===== src/rtl/n_shift_tx_if.sv =====
// Load handshake and serial-side signals of the n_shift_tx transmitter.
interface n_shift_tx_if #(
   parameter int N = 7
) ();
   logic         load_valid;
   logic         load_ready;
   logic [N-1:0] din;
   logic         sr_out;
   logic         sr_en;
   logic         busy;
   logic         done;

   modport master (
      output load_valid, din,
      input  load_ready, sr_out, sr_en, busy, done
   );

   modport slave (
      input  load_valid, din,
      output load_ready, sr_out, sr_en, busy, done
   );
endinterface


===== src/rtl/n_shift_tx.sv =====
// Parallel-in, serial-out transmitter: sends an N-bit word LSB first, one
// sr_en strobe per bit, with an optional DIV-cycle bit period.
module n_shift_tx #(
   parameter int N   = 7,
   parameter int DIV = 1
) (
   input  logic        clk,
   input  logic        rst,
   n_shift_tx_if.slave bus
);

   localparam int BW = $clog2(N);
   localparam int DW = (DIV > 1) ? $clog2(DIV) : 1;
   localparam logic [BW-1:0] BIT_LAST = BW'(N - 1);
   localparam logic [DW-1:0] DIV_LAST = DW'(DIV - 1);

   typedef enum logic {
      IDLE  = 1'b0,
      SHIFT = 1'b1
   } state_t;

   state_t          r_state;
   state_t          w_next;
   logic [N-1:0]    r_sh;
   logic [BW-1:0]   r_bit;
   logic [DW-1:0]   r_div;
   logic            w_accept;
   logic            w_strobe;
   logic            w_last;

   // NOTE: reset is sampled on the clock edge only, so it sits inside the
   // clocked branch rather than in the sensitivity list.
   always_ff @(posedge clk) begin
      if (!rst) r_state <= IDLE;
      else      r_state <= w_next;
   end

   // NOTE: every signal gets a default before the case so no latch is inferred.
   always_comb begin
      w_next   = r_state;
      w_accept = 1'b0;
      w_strobe = 1'b0;
      w_last   = 1'b0;
      case (r_state)
         IDLE: begin
            if (bus.load_valid) begin
               w_accept = 1'b1;
               w_next   = SHIFT;
            end
         end
         SHIFT: begin
            w_strobe = (r_div == DIV_LAST);
            w_last   = w_strobe && (r_bit == BIT_LAST);
            if (w_last) w_next = IDLE;
         end
         default: w_next = IDLE;
      endcase
   end

   // Zero-fill on shift leaves sh empty after the last bit, so sr_out idles at 0.
   always_ff @(posedge clk) begin
      if (!rst) begin
         r_sh  <= '0;
         r_bit <= '0;
         r_div <= '0;
      end else if (w_accept) begin
         r_sh  <= bus.din;
         r_bit <= '0;
         r_div <= '0;
      end else if (w_strobe) begin
         r_sh  <= {1'b0, r_sh[N-1:1]};
         r_div <= '0;
         if (!w_last) r_bit <= r_bit + BW'(1);
      end else if (r_state == SHIFT) begin
         r_div <= r_div + DW'(1);
      end
   end

   assign bus.load_ready = (r_state == IDLE);
   assign bus.busy       = (r_state == SHIFT);
   assign bus.sr_out     = r_sh[0];
   assign bus.sr_en      = w_strobe;
   assign bus.done       = w_last;

endmodule


===== src/flat_wrapper.sv =====
// flat-port wrapper written by rule: the top's interface ports become plain ports
module n_shift_tx_flat 
#(
   parameter int N   = 7,
   parameter int DIV = 1
)
  (clk, rst, bus_load_valid, bus_din, bus_load_ready, bus_sr_out, bus_sr_en, bus_busy, bus_done);
  n_shift_tx_if #(.N(N)) bus_i ();
  input  logic clk;
  input  logic rst;
  input wire logic [$bits(bus_i.load_valid)-1:0] bus_load_valid;
  input wire logic [$bits(bus_i.din)-1:0] bus_din;
  output wire logic [$bits(bus_i.load_ready)-1:0] bus_load_ready;
  output wire logic [$bits(bus_i.sr_out)-1:0] bus_sr_out;
  output wire logic [$bits(bus_i.sr_en)-1:0] bus_sr_en;
  output wire logic [$bits(bus_i.busy)-1:0] bus_busy;
  output wire logic [$bits(bus_i.done)-1:0] bus_done;
  assign bus_i.load_valid = bus_load_valid;
  assign bus_i.din = bus_din;
  assign bus_load_ready = bus_i.load_ready;
  assign bus_sr_out = bus_i.sr_out;
  assign bus_sr_en = bus_i.sr_en;
  assign bus_busy = bus_i.busy;
  assign bus_done = bus_i.done;
  n_shift_tx #(.N(N), .DIV(DIV)) u_core (.clk(clk), .rst(rst), .bus(bus_i));
endmodule

===== config.mk =====
export PLATFORM = sky130hd
export DESIGN_NAME = n_shift_tx_flat
export DESIGN_NICKNAME = d
export VERILOG_FILES = /design/src/rtl/n_shift_tx_if.sv /design/src/rtl/n_shift_tx.sv /design/src/flat_wrapper.sv
export SDC_FILE = /design/constraint.sdc
export NUM_CORES = 1
export LEC_CHECK = 0
export CAP_MARGIN = 10
export CORE_UTILIZATION = 25
export DETAILED_ROUTE_END_ITERATION = 12
export HOLD_SLACK_MARGIN = 0.03
export PLACE_DENSITY_LB_ADDON = 0.15
export SLEW_MARGIN = 40
export SYNTH_ARGS = -nofsm -noshare
export SYNTH_HDL_FRONTEND = slang
export SYNTH_SLANG_ARGS = --single-unit

===== constraint.sdc =====
create_clock -name clk -period 1.95 [get_ports clk]
set_input_delay 0.2925 -clock clk [delete_from_list [all_inputs] [get_ports clk]]
set_output_delay 0.2925 -clock clk [all_outputs]
set_load 0.02 [all_outputs]

==> out/qor.json, run 1 <==
{
  "status": "finished, final reports clean",
  "skew_ps": 3.79,
  "cp.arrival_ps": 1390,
  "cts-hold-fix-buffers": 0,
  "route.vias.total": 490,
  "remaining_drc_errors": 0,
  "max-vdd-ir-drop_mv": 0.398,
  "final.min_clock_period_ps": 1680,
  "placementRows": 16,
  "grt_pass1_vias": 417,
  "yosys.area.top_type_share": 0.429,
  "clock_path_buffers": 2,
  "timing.final.hold_violations": 0,
  "core_area_mm2": 0.00204,
  "yosys_register_bits": 12,
  "final_net_count": 92,
  "maxCapViolations": 0,
  "met1_length_um": 643,
  "critical_path_peak_fanout": 7,
  "start_util": 0.275,
  "grt_overflow_total": 0,
  "top_signal_layer_used": "met4",
  "worst_slew_pin_slew_ps": 378,
  "multi_input_area_um2": 269,
  "gr-usage-all-layers": 0.109,
  "io_pins": 15,
  "netlist.top_cell.by_area": "dfxtp_1",
  "final-max-slew-violation-count": 0,
  "worstRegToRegCells": 3,
  "fin_area_um2": 748,
  "cts_root_buffer": "clkbuf_4",
  "final_layout_size_suffix_gt1_frac": 0.127,
  "setup_repair_after_global_routing_missed_its_margin": "false",
  "viasPerCell": 4.62,
  "die_width_um": 49.4,
  "met2WireLength_um": 505,
  "timing.hold.worst.class": "register to register",
  "met3_wirelength_um": 73,
  "globalplace.congestion": 0.671,
  "first_iter_violations": 7,
  "critical_path.n_buffers_inverters": 1,
  "path_cells": "nand2b_1, nor2_1, dlygate4sd2_1",
  "num-fill-cells": 216,
  "finalWirelength_um": 1240,
  "diodes": 0,
  "cts.htree.levels": 1,
  "grt_antenna_before_repair": 0,
  "die-area_mm2": 0.00244,
  "port-buffer-count": 14,
  "layout_worst_path_cycle_share": 0.862,
  "max_clock_freq_mhz": 595,
  "syn_area_um2": 561,
  "cts_sinks": 12,
  "cts_tree": "built",
  "critPathTopFamily": "flip-flops",
  "leak_pwr_nw": 0.290,
  "detailedRoute.firstPassIterationCount": 4,
  "ant_nets": 0,
  "syn_inst": 63,
  "clk_latency_ps": 270,
  "grt_start_max_net_pins": 14,
  "detailedPlacementHpwl_um": 856,
  "count_of_different_cell_masters_after_synthesis": 25,
  "path_class": "register to primary output",
  "powerDensity_mw_per_mm2": 757,
  "synth.area.top_cells": "dfxtp_1 43%, nand2_1 7.4%, ha_1 4.5%, o21ai_0 3.6%, a31oi_1 3.3%",
  "setup_total_negative_slack_ps": 0,
  "wire_length_of_the_first_global_routing_pass_um": 1890,
  "cp-start-kind": "register",
  "crit_cells": 3,
  "routedWlPerCell_um": 11.7,
  "layout.cells.most_common_list": "12 x clkdlybuf4s50_1, 12 x dfxtp_1, 11 x nand2_1",
  "placed_cell_area_um2": 714,
  "max_stage_delay_ps": 420,
  "required_ps": 1660,
  "min_delay_path_depth": 2,
  "cts.reportedPaths.clkPinSlew_ps": 80,
  "clock_buffers_created_by_tritoncts": 3,
  "yosysSeqAreaShare": 0.429,
  "timing.critical_path.to_type": "primary output",
  "crit_path_top_delay_cell": "dfxtp_1",
  "synth_net_count": 75,
  "count_of_yosys_warnings_during_synthesis": 0,
  "slew_headroom": 0.748,
  "setup_violations": 0,
  "storage_element_area_um2": 240,
  "syn_avg_cell_area_um2": 8.90,
  "areaGrowthSynthToFinish_pct": 33.5,
  "chipHeight_um": 49.4
}
cell families after synthesis:
kind of cell | share of synthesized area
and+or+nand+nor | 0.214
AOI/OAI and AO/OA | 0.221
DFF | 0.429
buffers and inverters | 0.0915
adders and majority gates | 0.0446
Yosys cell counts:
master and number:
clkbuf_1 1, buf_2 1, and4b_1 1, nand2b_1 2, a21oi_2 1, nand2_1 11
and4bb_2 1, a22oi_1 2, inv_6 1, inv_1 2, a21oi_1 3, buf_8 1
and2b_1 1, buf_6 1, a31oi_1 3, ha_1 2, o21ai_0 4, a21o_1 1
a311oi_2 1, nor2_1 3, dfxtp_1 12, nor3_1 2, o221ai_1 1, nand3_1 3
a21boi_0 2
metal layers:
layer / global-route usage / vias to the layer above
met2: 0.144 / 15
met1: 0.143 / 219
met3: 0.0592 / 2
met5: 0 / -
li1: - / 254
met4: 0.0441 / 0
sequential cells by signal, summed over array words and instances (netlist names):
signal and cells:
u_core.bus.busy 1, u_core.r_div 1, u_core.r_bit 3, u_core.r_sh 7
stage by stage:
step	util	worst slack (ps)	instances	hold slack, ps	total power, mW
finish	0.366	269	106	471	0.566
global route	0.366	141	106	488	0.599
CTS	0.366	228	106	464	0.577
global placement	0.350	270	102	455	0.367
detailed placement	0.350	290	102	451	0.368
floorplan	-	598	63	424	0.333
power breakdown:
| part | switching (mW) | total (mW) | internal, mW |
|---|---|---|---|
| combinational | 0.0466 | 0.0917 | 0.0451 |
| sequential | 0.00932 | 0.269 | 0.260 |
| clock | 0.0920 | 0.205 | 0.113 |
worst register-to-register path, stage by stage (launching register included):
cell and delay (ps):
dfxtp_1 420, nand2b_1 370, nand2_1 190, a311oi_2 260
path summary, 6_finish.rpt:
check	startpoint	end	slack (ps)
worst max register to register	u_core.bus.busy	u_core.r_bit[1]	630
worst max-delay path	u_core.bus.busy	bus_done	270
worst min-delay path	u_core.r_sh[6]	u_core.r_sh[6]	470
worst min register to register	u_core.r_sh[6]	u_core.r_sh[6]	470
area by class of cell:
cell class | instances | area share
Timing Repair Buffer | 16 | 0.204
Sequential cell | 12 | 0.321
Inverter | 3 | 0.0217
Tap cell | 27 | 0.0452
Clock buffer | 4 | 0.0485
Multi-Input combinational cell | 44 | 0.360
what timing repair did:
action | in CTS | in global routing
buffers inserted | 0 | 0
setup endpoints to repair | 2 | 0
endpoints found under the hold margin | 0 | 0
gates resized for setup | 2 | 0
No activity file was read; power rests on OpenSTA's default activity.
==> run 2: changes to the inputs <==
- SKIP_CTS_REPAIR_TIMING: not set -> 1
==> run 2 against run 1 <==
  * Combinational power increased by 1%
  * Via count up 0.20%
  * Core utilization is 0.37 points higher
  * Final cell count is the same
  * Global-route usage stayed put
  * Clock power barely moved
  * Hold slack about the same
  * First-iteration DRC count stayed put
  * Critical endpoint is now bus_busy
==> out/qor.json, run 2 (synthesis gave the netlist of run 1 again) <==
{
  "final_net_count": 92,
  "largest_reg_flops": 7,
  "leak_pwr_nw": 0.314,
  "timing.hold.worst.class": "register to register",
  "areaGrowthSynthToFinish_pct": 34.8,
  "maxCapViolations": 0,
  "powerDensity_mw_per_mm2": 752,
  "clock_path_buffers": 2,
  "crit_path_top_delay_cell": "clkdlybuf4s50_1",
  "grt_pass1_vias": 423,
  "r2r_setup_slk_ps": 630,
  "cts_tree": "built",
  "min_from": "u_core.r_sh[6]",
  "place_inst": 102,
  "min_delay_path_depth": 2,
  "timing.critical_path.to_type": "primary output",
  "clock_power_share": 0.364,
  "cts_root_buffer": "clkbuf_4",
  "skew_ps": 5.70,
  "totalPowerFinal_mw": 0.569,
  "status": "finished, final reports clean",
  "max_stage_delay_ps": 640,
  "critical_path_peak_fanout": 7,
  "placementRows": 16,
  "routedWlPerCell_um": 11.8,
  "timing.final.hold_violations": 0,
  "path_cells": "clkdlybuf4s50_1",
  "worstHoldEndpoint": "u_core.r_sh[6]",
  "layout.cells.non_filler": 106,
  "crit_cells": 1,
  "diodes": 0,
  "layout_worst_path_cycle_share": 0.832,
  "die-area_mm2": 0.00244,
  "ant_nets": 0,
  "port-buffer-count": 14,
  "cts.htree.levels": 1,
  "detailedPlacementHpwl_um": 856,
  "power.internal_mw": 0.419,
  "start_util": 0.275,
  "io_pins": 15,
  "max_clock_freq_mhz": 617,
  "final_layout_size_suffix_gt1_frac": 0.127,
  "worstRegToRegCells": 3,
  "cts_sinks": 12,
  "final.min_clock_period_ps": 1620,
  "placed_cell_area_um2": 714,
  "hold_slack_ps": 471,
  "setup_violations": 0,
  "die_width_um": 49.4,
  "viasPerCell": 4.63,
  "grt_overflow_total": 0,
  "critical_path.n_buffers_inverters": 1,
  "top_register": "u_core.r_sh",
  "final-max-slew-violation-count": 0,
  "largest_registers": "u_core.r_sh (7), u_core.r_bit (3)",
  "net-switching-power_mw": 0.150,
  "layout.cells.most_common_list": "12 x clkdlybuf4s50_1, 12 x dfxtp_1, 11 x nand2_1",
  "setup_repair_after_global_routing_missed_its_margin": "false",
  "cts.reportedPaths.clkPinSlew_ps": 80,
  "max-vdd-ir-drop_mv": 0.396,
  "share_of_total_power_in_combinational_logic": 0.163,
  "clock_buffers_created_by_tritoncts": 3,
  "worst_r2r_endpoint": "u_core.r_bit[1]",
  "required_ps": 1660,
  "first_iter_violations": 7,
  "core_area_mm2": 0.00204,
  "cp-start-kind": "register",
  "route.vias.total": 491,
  "setup_total_negative_slack_ps": 0,
  "globalplace.congestion": 0.671,
  "chipHeight_um": 49.4,
  "seq_power_share": 0.473,
  "critPathTopFamily": "buffers and inverters",
  "netSwitchingFraction": 0.263,
  "remaining_drc_errors": 0,
  "wire_length_of_the_first_global_routing_pass_um": 1900,
  "fin_area_um2": 756,
  "slew_headroom": 0.748,
  "path_class": "register to primary output",
  "worst_slew_pin_slew_ps": 378,
  "grt_antenna_before_repair": 0,
  "finalWirelength_um": 1250,
  "detailedRoute.firstPassIterationCount": 4,
  "gr-usage-all-layers": 0.109,
  "cp.arrival_ps": 1330,
  "clk_latency_ps": 280,
  "rr_startpoint": "u_core.bus.busy",
  "grt_start_max_net_pins": 14
}
-- run 2: cell types whose count changed in the layout (fill, tap and decap cells not counted), sizes merged --
cell          before  now
dlymetal6s2s       0    2
dlygate4sd2        2    0
-- run 2: layout make-up --
| cell class | count | area [um2] |
|---|---|---|
| Fill cell | 215 | 1290 |
| Multi-Input combinational cell | 44 | 269 |
| Sequential cell | 12 | 240 |
| Timing Repair Buffer | 16 | 160 |
| Clock buffer | 4 | 36.3 |
| Tap cell | 27 | 33.8 |
| Inverter | 3 | 16.3 |
-- run 2: tightest hold or removal path, cell delays in order (launching register included) --
cell and delay [ps]:
dfxtp_1 320, nand2_1 50, a21oi_1 60
-- run 2: through the flow --
step	utilization	setup slack [ps]
2_1_floorplan	-	598
3_3_place_gp	0.350	270
3_5_place_dp	0.350	290
4_1_cts	0.368	-53.6
5_1_grt	0.370	240
6_report	0.370	328
-- run 2: how the worst max path moves through the flow --
stage / start / end / slack, ps
detailed placement: u_core.bus.busy / bus_done / 290
CTS: u_core.bus.busy / bus_done / -50
global placement: u_core.bus.busy / bus_done / 270
floorplan: u_core.bus.busy / bus_done / 600
global route: u_core.bus.busy / bus_busy / 240
finish: u_core.bus.busy / bus_busy / 330
-- run 2: power groups by stage --
stage	Combinational, mW	Clock, mW	Sequential (mW)
detailed placement	0.0932	0	0.275
floorplan	0.0567	0	0.276
global route	0.101	0.228	0.271
finish	0.0927	0.207	0.269
global placement	0.0921	0	0.275
CTS	0.0937	0.215	0.269
-- run 2: metal layers --
| metal | vias to the layer above | global-route usage | part of all wire |
|---|---|---|---|
| met5 | - | 0 | 0 |
| met4 | 0 | 0.0441 | 0.010 |
| met3 | 2 | 0.0592 | 0.060 |
| met2 | 17 | 0.142 | 0.41 |
| met1 | 217 | 0.145 | 0.52 |
| li1 | 255 | - | - |
==> run 3: changes to the inputs <==
- clock period: 1.95 -> 1.5 ns (I/O delays scaled with it)
==> run 3 against run 2 <==
  * Sequential cell count unchanged
  * Critical path type unchanged
  * Clock power up 28%
  * Clock-buffer cell count unchanged
  * Core utilization up 3.3 points
  * First-iteration DRC count down 43%
  * Final cell count up 8.5%
  * Combinational power up 52%
  * Die area unchanged
  * Critical path depth up 3
  * Critical endpoint is now bus_sr_en
  * Clock skew down 2.9 ps
  * Hold slack worse by 11 ps
==> out/qor.json, run 3 (synthesis gave the netlist of run 1 again) <==
{
  "status": "finished, final reports clean",
  "grt_start_max_net_pins": 13,
  "placed_cell_area_um2": 782,
  "clock_buffers_created_by_tritoncts": 3,
  "grt_overflow_total": 0,
  "leak_pwr_nw": 0.359,
  "max_clock_freq_mhz": 701,
  "cp-start-kind": "register",
  "routedWlPerCell_um": 11.0,
  "layout_worst_path_cycle_share": 0.951,
  "placementRows": 16,
  "cts.reportedPaths.clkPinSlew_ps": 80,
  "remaining_drc_errors": 0,
  "largest_registers": "u_core.r_sh (7), u_core.r_bit (3)",
  "cp.arrival_ps": 1200,
  "clk_latency_ps": 270,
  "netSwitchingFraction": 0.255,
  "cts_root_buffer": "clkbuf_4",
  "areaGrowthSynthToFinish_pct": 46.9,
  "cts.htree.levels": 1,
  "timing.final.hold_violations": 0,
  "fin_area_um2": 823,
  "ant_nets": 0,
  "diodes": 0,
  "num-fill-cells": 214,
  "max-vdd-ir-drop_mv": 0.562,
  "first_iter_violations": 4,
  "skew_ps": 2.82,
  "critical_path_peak_fanout": 3,
  "place_worst_setup_slack_ps": -62.0,
  "grt_antenna_before_repair": 0,
  "globalplace.congestion": 0.682,
  "required_ps": 1270,
  "powerDensity_mw_per_mm2": 913,
  "maxCapViolations": 0,
  "clock_power_share": 0.351,
  "chipHeight_um": 49.4,
  "slew_headroom": 0.850,
  "detailedPlacementHpwl_um": 962,
  "layout.cells.most_common_list": "12 x buf_4, 12 x dfxtp_1, 11 x nand2_1",
  "route.vias.total": 529,
  "timing.critical_path.to_type": "primary output",
  "timing.hold.worst.class": "register to register",
  "net-switching-power_mw": 0.192,
  "final_layout_size_suffix_gt1_frac": 0.227,
  "setup_violations": 0,
  "grt_pass1_vias": 469,
  "top_register": "u_core.r_sh",
  "worst_slew_pin_slew_ps": 225,
  "start_util": 0.275,
  "path_class": "register to primary output",
  "wire_length_of_the_first_global_routing_pass_um": 2120,
  "cts_sinks": 12,
  "core_area_mm2": 0.00204,
  "die_width_um": 49.4,
  "finalWorstSetupSlack_ps": 74.1,
  "clock_path_buffers": 2,
  "seq_power_share": 0.461,
  "totalPowerFinal_mw": 0.752,
  "cts_tree": "built",
  "finalWirelength_um": 1270,
  "setup_repair_after_global_routing_missed_its_margin": "false",
  "port-buffer-count": 14,
  "final.min_clock_period_ps": 1430,
  "io_pins": 15,
  "largest_reg_flops": 7,
  "detailedRoute.firstPassIterationCount": 4,
  "viasPerCell": 4.60,
  "die-area_mm2": 0.00244,
  "final_net_count": 101,
  "final-max-slew-violation-count": 0,
  "power.internal_mw": 0.560,
  "gr-usage-all-layers": 0.118,
  "share_of_total_power_in_combinational_logic": 0.188
}
==> run 3: cell types whose count changed in the layout (fill, tap and decap cells not counted) <==
cell,previous run,this run
buf_4,2,12
clkdlybuf4s50_1,12,10
dlymetal6s2s_1,2,3
==> run 3: final timing paths <==
path | startpoint | end | slack [ps] | cells past startpoint
worst max-delay path | u_core.r_div | bus_sr_en | 70 | 4
worst min-delay path | u_core.r_sh[6] | u_core.r_sh[6] | 460 | 2
worst max register to register | u_core.r_div | u_core.r_sh[0] | 210 | 6
worst min register to register | u_core.r_sh[6] | u_core.r_sh[6] | 460 | 2
==> run 3: power groups by stage <==
stage | Sequential (mW) | Combinational, mW | Clock, mW
after floorplan | 0.359 | 0.0737 | 0
after CTS | 0.347 | 0.145 | 0.268
after global placement | 0.354 | 0.142 | 0
final | 0.347 | 0.141 | 0.264
after global routing | 0.349 | 0.157 | 0.282
after detailed placement | 0.354 | 0.144 | 0
==> run 3: critical path: stages, from the launching register on <==
cell,delay (ps)
dfxtp_1,310
nand2b_1,190
buf_4,180
inv_6,40
dlymetal6s2s_1,210
==> run 3: final cells by class <==
class,instances,area (um2),area share
sequential,12,240,0.292
tap,27,33.8,0.0410
clock buffer,4,36.3,0.0441
inverter,3,16.3,0.0198
timing repair buffer,25,228,0.277
multi-input combinational,44,269,0.327
==> run 3: metrics by stage <==
stage | hold WS, ps | cells | util | setup TNS (ps)
floorplan | 357 | 63 | - | 0
global placement | 444 | 111 | 0.383 | -60.4
detailed placement | 449 | 111 | 0.383 | -62.0
CTS | 461 | 115 | 0.401 | -854
global route | 492 | 115 | 0.403 | 0
finish | 460 | 115 | 0.403 | 0
==> run 3: routing by layer <==
metal | track usage | up-vias | routed length, um
met3 | 0.0498 | 2 | 62
li1 | - | 275 | -
met5 | 0 | - | 0
met4 | 0.0441 | 0 | 13
met2 | 0.169 | 11 | 544
met1 | 0.154 | 241 | 644
